[config.mk]
export PLATFORM = sky130hd
export DESIGN_NAME = video_ctrl_sequencer
export DESIGN_NICKNAME = d
export VERILOG_FILES = /design/src/rtl/video_ctrl_sequencer.sv
export SDC_FILE = /design/constraint.sdc
export NUM_CORES = 1
export LEC_CHECK = 0
export CAP_MARGIN = 20
export CELL_PAD_IN_SITES_DETAIL_PLACEMENT = 1
export CELL_PAD_IN_SITES_GLOBAL_PLACEMENT = 1
export CORE_UTILIZATION = 40
export DETAILED_ROUTE_END_ITERATION = 12
export HOLD_SLACK_MARGIN = 0.15
export MAX_ROUTING_LAYER = met4
export PLACE_DENSITY_LB_ADDON = 0.1
export SYNTH_ARGS = -nofsm -noshare
export SYNTH_HDL_FRONTEND = slang
export SYNTH_SLANG_ARGS = --single-unit
[constraint.sdc]
create_clock -name m_axis_vid_aclk -period 4.05 [get_ports m_axis_vid_aclk]
set_input_delay 0.81 -clock m_axis_vid_aclk [delete_from_list [all_inputs] [get_ports m_axis_vid_aclk]]
set_output_delay 0.81 -clock m_axis_vid_aclk [all_outputs]
set_load 0.02 [all_outputs]
[src/rtl/video_ctrl_sequencer.sv]
// Control-bus sequencer for a video output block.
// Issues a VSYNC=0 slot after reset, then serves mode-change requests
// (a fixed nine-slot programming sequence) and queued palette writes
// (one PALETTE slot per entry). Each slot drives op/data for
// HOLD_CYCLES cycles followed by one NOP cycle with data held.
module video_ctrl_sequencer #(
    parameter int HOLD_CYCLES = 2,
    parameter int PAL_DEPTH   = 4
) (
    input  logic        m_axis_vid_aclk,
    input  logic        aresetn,
    input  logic        mode_valid,
    output logic        mode_ready,
    input  logic [31:0] mode_dims,
    input  logic [31:0] mode_max,
    input  logic [31:0] mode_hs,
    input  logic [31:0] mode_vs,
    input  logic [1:0]  mode_colormode,
    input  logic [1:0]  mode_scale,
    input  logic [15:0] mode_thresh,
    input  logic        pal_valid,
    output logic        pal_ready,
    input  logic [7:0]  pal_index,
    input  logic [23:0] pal_rgb,
    output logic [7:0]  control_op,
    output logic [31:0] control_data,
    output logic        busy
);

    localparam logic [7:0] OP_NOP       = 8'd0;
    localparam logic [7:0] OP_COLORMODE = 8'd1;
    localparam logic [7:0] OP_DIMENSION = 8'd2;
    localparam logic [7:0] OP_PALETTE   = 8'd3;
    localparam logic [7:0] OP_SCALE     = 8'd4;
    localparam logic [7:0] OP_VSYNC     = 8'd5;
    localparam logic [7:0] OP_MAX       = 8'd6;
    localparam logic [7:0] OP_HS        = 8'd7;
    localparam logic [7:0] OP_VS        = 8'd8;
    localparam logic [7:0] OP_THRESH    = 8'd9;

    localparam logic [3:0] HOLD_L  = 4'(HOLD_CYCLES);
    localparam logic [3:0] HOLD_M1 = 4'(HOLD_CYCLES - 1);
    localparam logic [3:0] LAST_STEP = 4'd8;

    localparam int PW = (PAL_DEPTH > 1) ? $clog2(PAL_DEPTH) : 1;
    localparam logic [PW:0] DEPTH_L = (PW+1)'(PAL_DEPTH);

    typedef enum logic [1:0] {ST_INIT, ST_IDLE, ST_MODE, ST_PAL} state_t;

    state_t      state_q, state_d;
    logic        active_q, active_d;   // a slot is currently on the bus
    logic [3:0]  cnt_q, cnt_d;         // cycle within the current slot
    logic [3:0]  step_q, step_d;       // slot index within a MODE sequence
    logic [7:0]  op_q, op_d;
    logic [31:0] data_q, data_d;

    // Shadow copy of the accepted mode request
    logic [31:0] sh_dims_q, sh_max_q, sh_hs_q, sh_vs_q;
    logic [1:0]  sh_cm_q, sh_scale_q;
    logic [15:0] sh_thresh_q;
    logic        capture;

    // Palette FIFO
    logic [31:0]   mem_q [PAL_DEPTH];
    logic [PW-1:0] wr_ptr_q, rd_ptr_q;
    logic [PW:0]   count_q;
    logic          fifo_full, fifo_empty, push, pop;

    logic        slot_done;
    logic [3:0]  nstep;
    logic [7:0]  nxt_op;
    logic [31:0] nxt_data;

    assign fifo_full  = (count_q == DEPTH_L);
    assign fifo_empty = (count_q == '0);
    assign push       = pal_valid && pal_ready;
    assign slot_done  = active_q && (cnt_q == HOLD_L);
    assign nstep      = step_q + 4'd1;

    assign control_op   = op_q;
    assign control_data = data_q;

    // State register and registered control bus
    always_ff @(posedge m_axis_vid_aclk or negedge aresetn) begin
        if (!aresetn) begin
            state_q  <= ST_INIT;
            active_q <= 1'b0;
            cnt_q    <= '0;
            step_q   <= '0;
            op_q     <= OP_NOP;
            data_q   <= '0;
        end else begin
            state_q  <= state_d;
            active_q <= active_d;
            cnt_q    <= cnt_d;
            step_q   <= step_d;
            op_q     <= op_d;
            data_q   <= data_d;
        end
    end

    // Op and data of the next slot in the mode programming sequence
    always_comb begin
        nxt_op   = OP_NOP;
        nxt_data = '0;
        case (nstep)
            4'd1: begin nxt_op = OP_DIMENSION; nxt_data = sh_dims_q;               end
            4'd2: begin nxt_op = OP_COLORMODE; nxt_data = {30'b0, sh_cm_q};        end
            4'd3: begin nxt_op = OP_SCALE;     nxt_data = {30'b0, sh_scale_q};     end
            4'd4: begin nxt_op = OP_MAX;       nxt_data = sh_max_q;                end
            4'd5: begin nxt_op = OP_HS;        nxt_data = sh_hs_q;                 end
            4'd6: begin nxt_op = OP_VS;        nxt_data = sh_vs_q;                 end
            4'd7: begin nxt_op = OP_THRESH;    nxt_data = {16'b0, sh_thresh_q};    end
            4'd8: begin nxt_op = OP_VSYNC;     nxt_data = 32'd0;                   end
            default: begin nxt_op = OP_NOP;    nxt_data = '0;                      end
        endcase
    end

    // Next-state logic: slot timing, arbitration and sequence stepping
    always_comb begin
        state_d  = state_q;
        active_d = active_q;
        cnt_d    = cnt_q;
        step_d   = step_q;
        op_d     = op_q;
        data_d   = data_q;
        capture  = 1'b0;
        pop      = 1'b0;

        // Running slot: hold op, then drop to NOP for the final cycle
        if (active_q && !slot_done) begin
            cnt_d = cnt_q + 4'd1;
            if (cnt_q == HOLD_M1) op_d = OP_NOP;
        end

        case (state_q)
            ST_INIT: begin
                if (!active_q) begin
                    active_d = 1'b1;
                    cnt_d    = '0;
                    op_d     = OP_VSYNC;
                    data_d   = 32'd0;
                end else if (slot_done) begin
                    active_d = 1'b0;
                    cnt_d    = '0;
                    state_d  = ST_IDLE;
                end
            end
            ST_IDLE: begin
                // Mode requests take priority over pending palette writes
                if (mode_valid) begin
                    capture  = 1'b1;
                    state_d  = ST_MODE;
                    step_d   = '0;
                    active_d = 1'b1;
                    cnt_d    = '0;
                    op_d     = OP_VSYNC;
                    data_d   = 32'd1;
                end else if (!fifo_empty) begin
                    pop      = 1'b1;
                    state_d  = ST_PAL;
                    active_d = 1'b1;
                    cnt_d    = '0;
                    op_d     = OP_PALETTE;
                    data_d   = mem_q[rd_ptr_q];
                end
            end
            ST_MODE: begin
                if (slot_done) begin
                    if (step_q == LAST_STEP) begin
                        state_d  = ST_IDLE;
                        active_d = 1'b0;
                        cnt_d    = '0;
                    end else begin
                        step_d = nstep;
                        cnt_d  = '0;
                        op_d   = nxt_op;
                        data_d = nxt_data;
                    end
                end
            end
            ST_PAL: begin
                if (slot_done) begin
                    state_d  = ST_IDLE;
                    active_d = 1'b0;
                    cnt_d    = '0;
                end
            end
            default: state_d = ST_INIT;
        endcase
    end

    // Handshake and status outputs decoded from state and FIFO level
    always_comb begin
        mode_ready = (state_q == ST_IDLE);
        pal_ready  = (state_q != ST_INIT) && !fifo_full;
        busy       = (state_q != ST_IDLE) || !fifo_empty;
    end

    // Mode request shadow capture on accept
    always_ff @(posedge m_axis_vid_aclk) begin
        if (capture) begin
            sh_dims_q   <= mode_dims;
            sh_max_q    <= mode_max;
            sh_hs_q     <= mode_hs;
            sh_vs_q     <= mode_vs;
            sh_cm_q     <= mode_colormode;
            sh_scale_q  <= mode_scale;
            sh_thresh_q <= mode_thresh;
        end
    end

    // Palette FIFO storage
    always_ff @(posedge m_axis_vid_aclk) begin
        if (push) mem_q[wr_ptr_q] <= {pal_index, pal_rgb};
    end

    // Palette FIFO pointers and occupancy
    always_ff @(posedge m_axis_vid_aclk or negedge aresetn) begin
        if (!aresetn) begin
            wr_ptr_q <= '0;
            rd_ptr_q <= '0;
            count_q  <= '0;
        end else begin
            if (push) wr_ptr_q <= wr_ptr_q + PW'(1);
            if (pop)  rd_ptr_q <= rd_ptr_q + PW'(1);
            case ({push, pop})
                2'b10:   count_q <= count_q + (PW+1)'(1);
                2'b01:   count_q <= count_q - (PW+1)'(1);
                default: count_q <= count_q;
            endcase
        end
    end

endmodule

Yosys cells after proc, flatten, opt, wreduce, memory -nomap -nowiden
Memory sizes are Yosys's and may differ from the RTL's.
Cells that the tools add are included.
Widths: inputs -> output; s select.
{"block": "totals", "reg_bits": 206, "mem_count": 1, "out_inout_bits": 43, "word_cells": 117, "in_bits": 184, "ramBits": 128}
{"block": "op_classes", "n_reduce_logical": 19, "addsub": 6, "n_mux": 49, "n_eq_ne": 26}
{"memory": "mem_q", "words": 4, "width": 32, "rd": 1, "rd_clocked_by_memory_dff": 0, "wr": 1, "line": "64", "text": "logic [31:0] mem_q [PAL_DEPTH];"}
{"op": "$pmux 32 s7", "n": 1}
{"op": "$mux 32", "n": 5}
{"op": "$pmux 32 s3", "n": 1}
{"op": "$mux 8", "n": 7}
{"op": "$mux 4", "n": 8}
{"op": "$pmux 4 s8", "n": 1}
{"op": "$pmux 8 s3", "n": 1}
{"op": "$eq 4x3->1 const B", "n": 4}
{"op": "$mux 1", "n": 14}
{"op": "$ne 2x2->1 const B", "n": 7}
{"op": "$eq 4x2->1 const B", "n": 3}
{"op": "$mux 2", "n": 6}
{"op": "$pmux 4 s3", "n": 1}
{"op": "$reduce_and 4->1", "n": 3}
{"op": "$add 4x1->4 const B", "n": 2}
{"op": "$eq 4x1->1 const B", "n": 2}
{"op": "$eq 4x4->1 const B", "n": 2}
{"op": "$pmux 2 s4", "n": 1}
{"op": "$pmux 4 s2", "n": 1}
{"op": "$eq 2x2->1 const B", "n": 3}
{"op": "$pmux 3 s2", "n": 1}
{"op": "$reduce_bool 2->1", "n": 3}
{"op": "$reduce_and 5->1", "n": 1}
{"op": "$add 2x1->2 const B", "n": 2}
{"op": "14 further kinds", "n": 20}

Longest topological paths before layout
{"block": "logic_depth", "word_depth": 8, "mapped_depth": 11, "ltp_nobuf": 11}

Worst setup path before layout
No wires, ideal clock.
{"block": "synth_timing", "kind": "register -> register", "startpoint": "register state_q[1]", "endpoint": "register sh_cm_q[0] (enable)", "t_arrival_ns": 3.923, "period_less_slack_ns": 4.424, "n_path_buf": 1, "setup_ns": 0.502, "t_required_ns": 3.548, "slack_ns": -0.374, "path_stages_with_launch": 6, "cell_sequence": "dfrtp_1 -> inv_1 -> ha_1 -> buf_2 -> nand2_1 -> inv_1"}
{"block": "synth_between", "elab_chain_cells": 2}
{"element": "from (decl)", "line": "50", "text": "state_t state_q, state_d;"}
{"element": "from (signal assigned)", "line": "93", "text": "state_q <= state_d;"}
{"element": "$eq 2x1->1"}
{"element": "net mode_ready", "line": "13", "text": "output logic mode_ready,"}
{"element": "$mux 1", "line": "136", "text": "case (state_q)"}
{"element": "net capture", "line": "61", "text": "logic capture;"}
{"element": "to (signal assigned)", "line": "207", "text": "sh_cm_q <= mode_colormode;"}
{"element": "to (decl)", "line": "59", "text": "logic [1:0] sh_cm_q, sh_scale_q;"}
The timed path passes the listed nets, and every way through them passes these cells.
A chain may end at the register's enable or synchronous reset.

Worst setup path after layout
{"block": "layout_timing", "startpoint": "register state_q[0]", "endpoint": "output port pal_ready"}
{"block": "layout_between", "elab_chain_cells": 2}
{"element": "$reduce_bool 2->1", "line": "196", "text": "pal_ready = (state_q != ST_INIT) && !fifo_full;"}
{"element": "$logic_and 1x1->1", "line": "196"}
{"element": "to (decl)", "line": "22", "text": "output logic pal_ready,"}
No other way between the ends.

==> impl_table.tex <==
\begin{tabular}{lr}
\hline
Metric & Value \\
\hline
\multicolumn{2}{l}{\textbf{Yosys}} \\
Seq cells post-synth & 334 \\
Total standard cell area after synthesis & 14,120 um2 \\
Commonest register cell after synthesis & edfxtp\_1 \\
Post-synthesis cell type count & 74 \\
Post-synthesis average cell area & 15.12 um2 \\
Syn\_nets & 1,136 \\
Proportion of synthesized chip area in sequential cells & 68.96\% \\
Gate count after technology mapping & 934 \\
Syn. warnings & 0 \\
Number of enable flip-flop cells after synthesis & 276 \\
Fraction of registers with async set/reset & 17.37\% \\
\multicolumn{2}{l}{\textbf{Pwr}} \\
Leakage & 0.006157 uW \\
Max rail drop VDD & 0.3991 mV \\
Pwr dens & 667.9 nW/um2 \\
\multicolumn{2}{l}{\textbf{Critical path}} \\
CP Data Arrival Time & 2.63 ns \\
Endpoint type of the worst setup path & primary output \\
Worst-path fanout max & 8 \\
Path type of the worst setup path & reg -> out \\
Type of element launching the critical path & register \\
Critical path required time & 3.24 ns \\
\multicolumn{2}{l}{\textbf{Route}} \\
Final routed wirelength across all metal layers & 40,330 um \\
Residual DRC & 0 \\
Antenna viol nets, final & 0 \\
Iteration count of the initial detailed-routing pass & 7 \\
Drt via density & 5.578 \\
Total number of vias & 9,153 \\
Number of design-rule violations left by the first detailed-router iteration & 710 \\
Routed length per placed instance & 24.58 um \\
\multicolumn{2}{l}{\textbf{Hold path}} \\
Worst min-delay path class & in -> async \\
\multicolumn{2}{l}{\textbf{STA}} \\
Unrepaired setup endpoints after global routing & false \\
Number of slew-limit violations in the final report & 0 \\
Post-route clock period utilization & 84.85\% \\
Worst-case headroom to the max-slew limit & 40.82\% \\
Peak clock frequency supported by timing & 0.2910 GHz \\
Final critical path time including I/O delays and setup & 3.437 ns \\
Final hold violations & 0 \\
Accumulated negative setup slack & 0 ns \\
Final setup violation count & 0 \\
Pin slew with the least headroom to its limit & 0.8877 ns \\
Clock skew after layout & 0.01268 ns \\
\multicolumn{2}{l}{\textbf{Die}} \\
Effective utilization at floorplan & 40.79\% \\
Die width & 189.9 um \\
I/O pin cnt & 227 \\
Total Die Area & 36,060 um2 \\
Std cell rows & 68 \\
Standard cell core area & 34,630 um2 \\
Die Ht & 189.9 um \\
\multicolumn{2}{l}{\textbf{Job}} \\
Number of maximum-capacitance constraint violations & 0 \\
\multicolumn{2}{l}{\textbf{Clock network}} \\
Number of gates resized after cts & 0 \\
Count of buffers added by post-CTS timing repair for setup & 0 \\
Clock latency at the later pin of the worst-skew pair & 0.53 ns \\
Maximum buffer depth of the clock tree & 3 \\
Buffer cell driving the clock tree root & clkbuf\_16 \\
Sinks on the clock net & 334 \\
H-Tree Depth & 2 \\
Clock-pin slew reported for the worst setup and hold paths after clock tree synthesis & 0.05 ns \\
Hold buffer count at CTS & 0 \\
Clock tree from TritonCTS & built \\
Number of buffers created by CTS & 38 \\
\multicolumn{2}{l}{\textbf{Final layout}} \\
Fillcell total & 3,366 \\
Final \#Nets & 1,356 \\
Fraction of final layout cells with drive strength greater than 1 & 12.67\% \\
Most common cell after layout, fill and taps aside & edfxtp\_1 \\
Commonest cells after routing, fill and taps aside & edfxtp\_1 (276), clkdlybuf4s50\_1 (225), nand2\_1 (115) \\
Area growth from synthesis to layout & 27.45\% \\
Core occupancy in the finished layout & 51.98\% \\
\multicolumn{2}{l}{\textbf{Place}} \\
Gp weighted congestion & 0.8528 \\
Detailed Place HPWL & 27,810 um \\
Buffers on Ports & 226 \\
\multicolumn{2}{l}{\textbf{GRT}} \\
Wire length of the first global-routing pass & 59,990 um \\
Number of global-route vias before repair & 9,508 \\
GRT Total Usage & 23.13\% \\
Antenna violations before repair & 2 \\
Leftover overflow at the end of global routing & 0 \\
Largest net degree at the start of global routing & 89 \\
\multicolumn{2}{l}{\textbf{Run status}} \\
Outcome & finished, final reports clean \\
\hline
\end{tabular}
==> cell type report <==
type                            count  area (um2)  share of cell area, %
Antenna cell                        2       5.005                0.02780
Clock buffer                       57        1094                  6.075
Clock inverter                     13       112.6                 0.6256
Inverter                           18       71.32                 0.3962
Multi-Input combinational cell    517        3996                  22.20
Sequential cell                   334        9741                  54.11
Tap cell                          455       569.3                  3.163
Timing Repair Buffer              245        2412                  13.40
==> report_power, final <==
group	switching [uW]	total, uW	internal, uW
logic	2130	3580	1450
registers	486	5110	4620
clock network	1390	3330	1950
total	4000	12000	8020
==> metal layers <==
layer / up-vias / routed length [um] / track usage (%)
met5: - / 0 / -
li1: 4115 / - / -
met1: 4699 / 18130 / 31.40
met4: 0 / 1179 / 7.506
met3: 76 / 1661 / 3.154
met2: 263 / 19360 / 36.03
==> logic make-up after synthesis <==
group | after synthesis | share of synthesized area (%)
AOI/OAI and AO/OA | 235 | 12.50
xor gates and xnor gates | 10 | 0.6201
adders and majority gates | 18 | 1.648
buffers and inverters | 83 | 2.923
DFF | 334 | 68.96
muxes | 38 | 5.537
and+or+nand+nor | 216 | 7.814
==> worst paths after layout <==
check	slack, ns	startpoint	endpoint	cells past startpoint
setup / recovery	0.61	state_q[0]	pal_ready	4
hold / removal	0.26	aresetn	cnt_q[2]	1
setup reg to reg	1.07	step_q[0]	control_data[3]	6
hold reg to reg	0.49	control_data[14]	control_data[14]	2
max in group asynchronous	2.85	aresetn	control_data[19]	2
min in group m_axis_vid_aclk	0.49	control_data[14]	control_data[14]	2
==> worst max-delay path, cell delays in order, from the launching register on <==
cell,delay [ns]
dfrtp_1,0.38
inv_1,0.09
ha_1,0.30
a31oi_1,0.58
clkdlybuf4s50_1,0.76
==> registers in the layout (all words and copies together), names as in the netlist, 8 cells and up <==
name,count
sh_hs_q,32
sh_vs_q,32
control_data,32
sh_thresh_q,16
control_op,8
sh_max_q,32
sh_dims_q,32
mem_q,128
==> cells in the mapped netlist (18+ instances only) <==
cell type / instances / area share (%)
a221oi_1: 21 / 1.3
edfxtp_1: 276 / 59
dfrtp_1: 58 / 10
a31oi_1: 37 / 1.6
clkbuf_1: 22 / 0.58
inv_1: 18 / 0.48
buf_2: 30 / 1.1
mux4_2: 32 / 5.1
a21oi_1: 45 / 1.6
nor2_1: 28 / 0.74
o21ai_0: 20 / 0.71
nand2_1: 115 / 3.1
==> stage by stage <==
| step | cell area, um2 | hold slack, ns | worst slack (ns) | instances | total power (uW) |
|---|---|---|---|---|---|
| 3_3_place_gp | 16790 | 0.4732 | 1.108 | 1569 | 8726 |
| 2_1_floorplan | 14130 | 0.4821 | 0.4428 | 934 | 7277 |
| 4_1_cts | 18000 | 0.2588 | 0.6048 | 1639 | 12150 |
| 5_1_grt | 18000 | 0.2854 | 0.4902 | 1641 | 12590 |
| 3_5_place_dp | 16790 | 0.4792 | 0.9686 | 1569 | 8795 |
| 6_report | 18000 | 0.2558 | 0.6134 | 1641 | 12020 |
No activity file was read; power rests on OpenSTA's default activity.
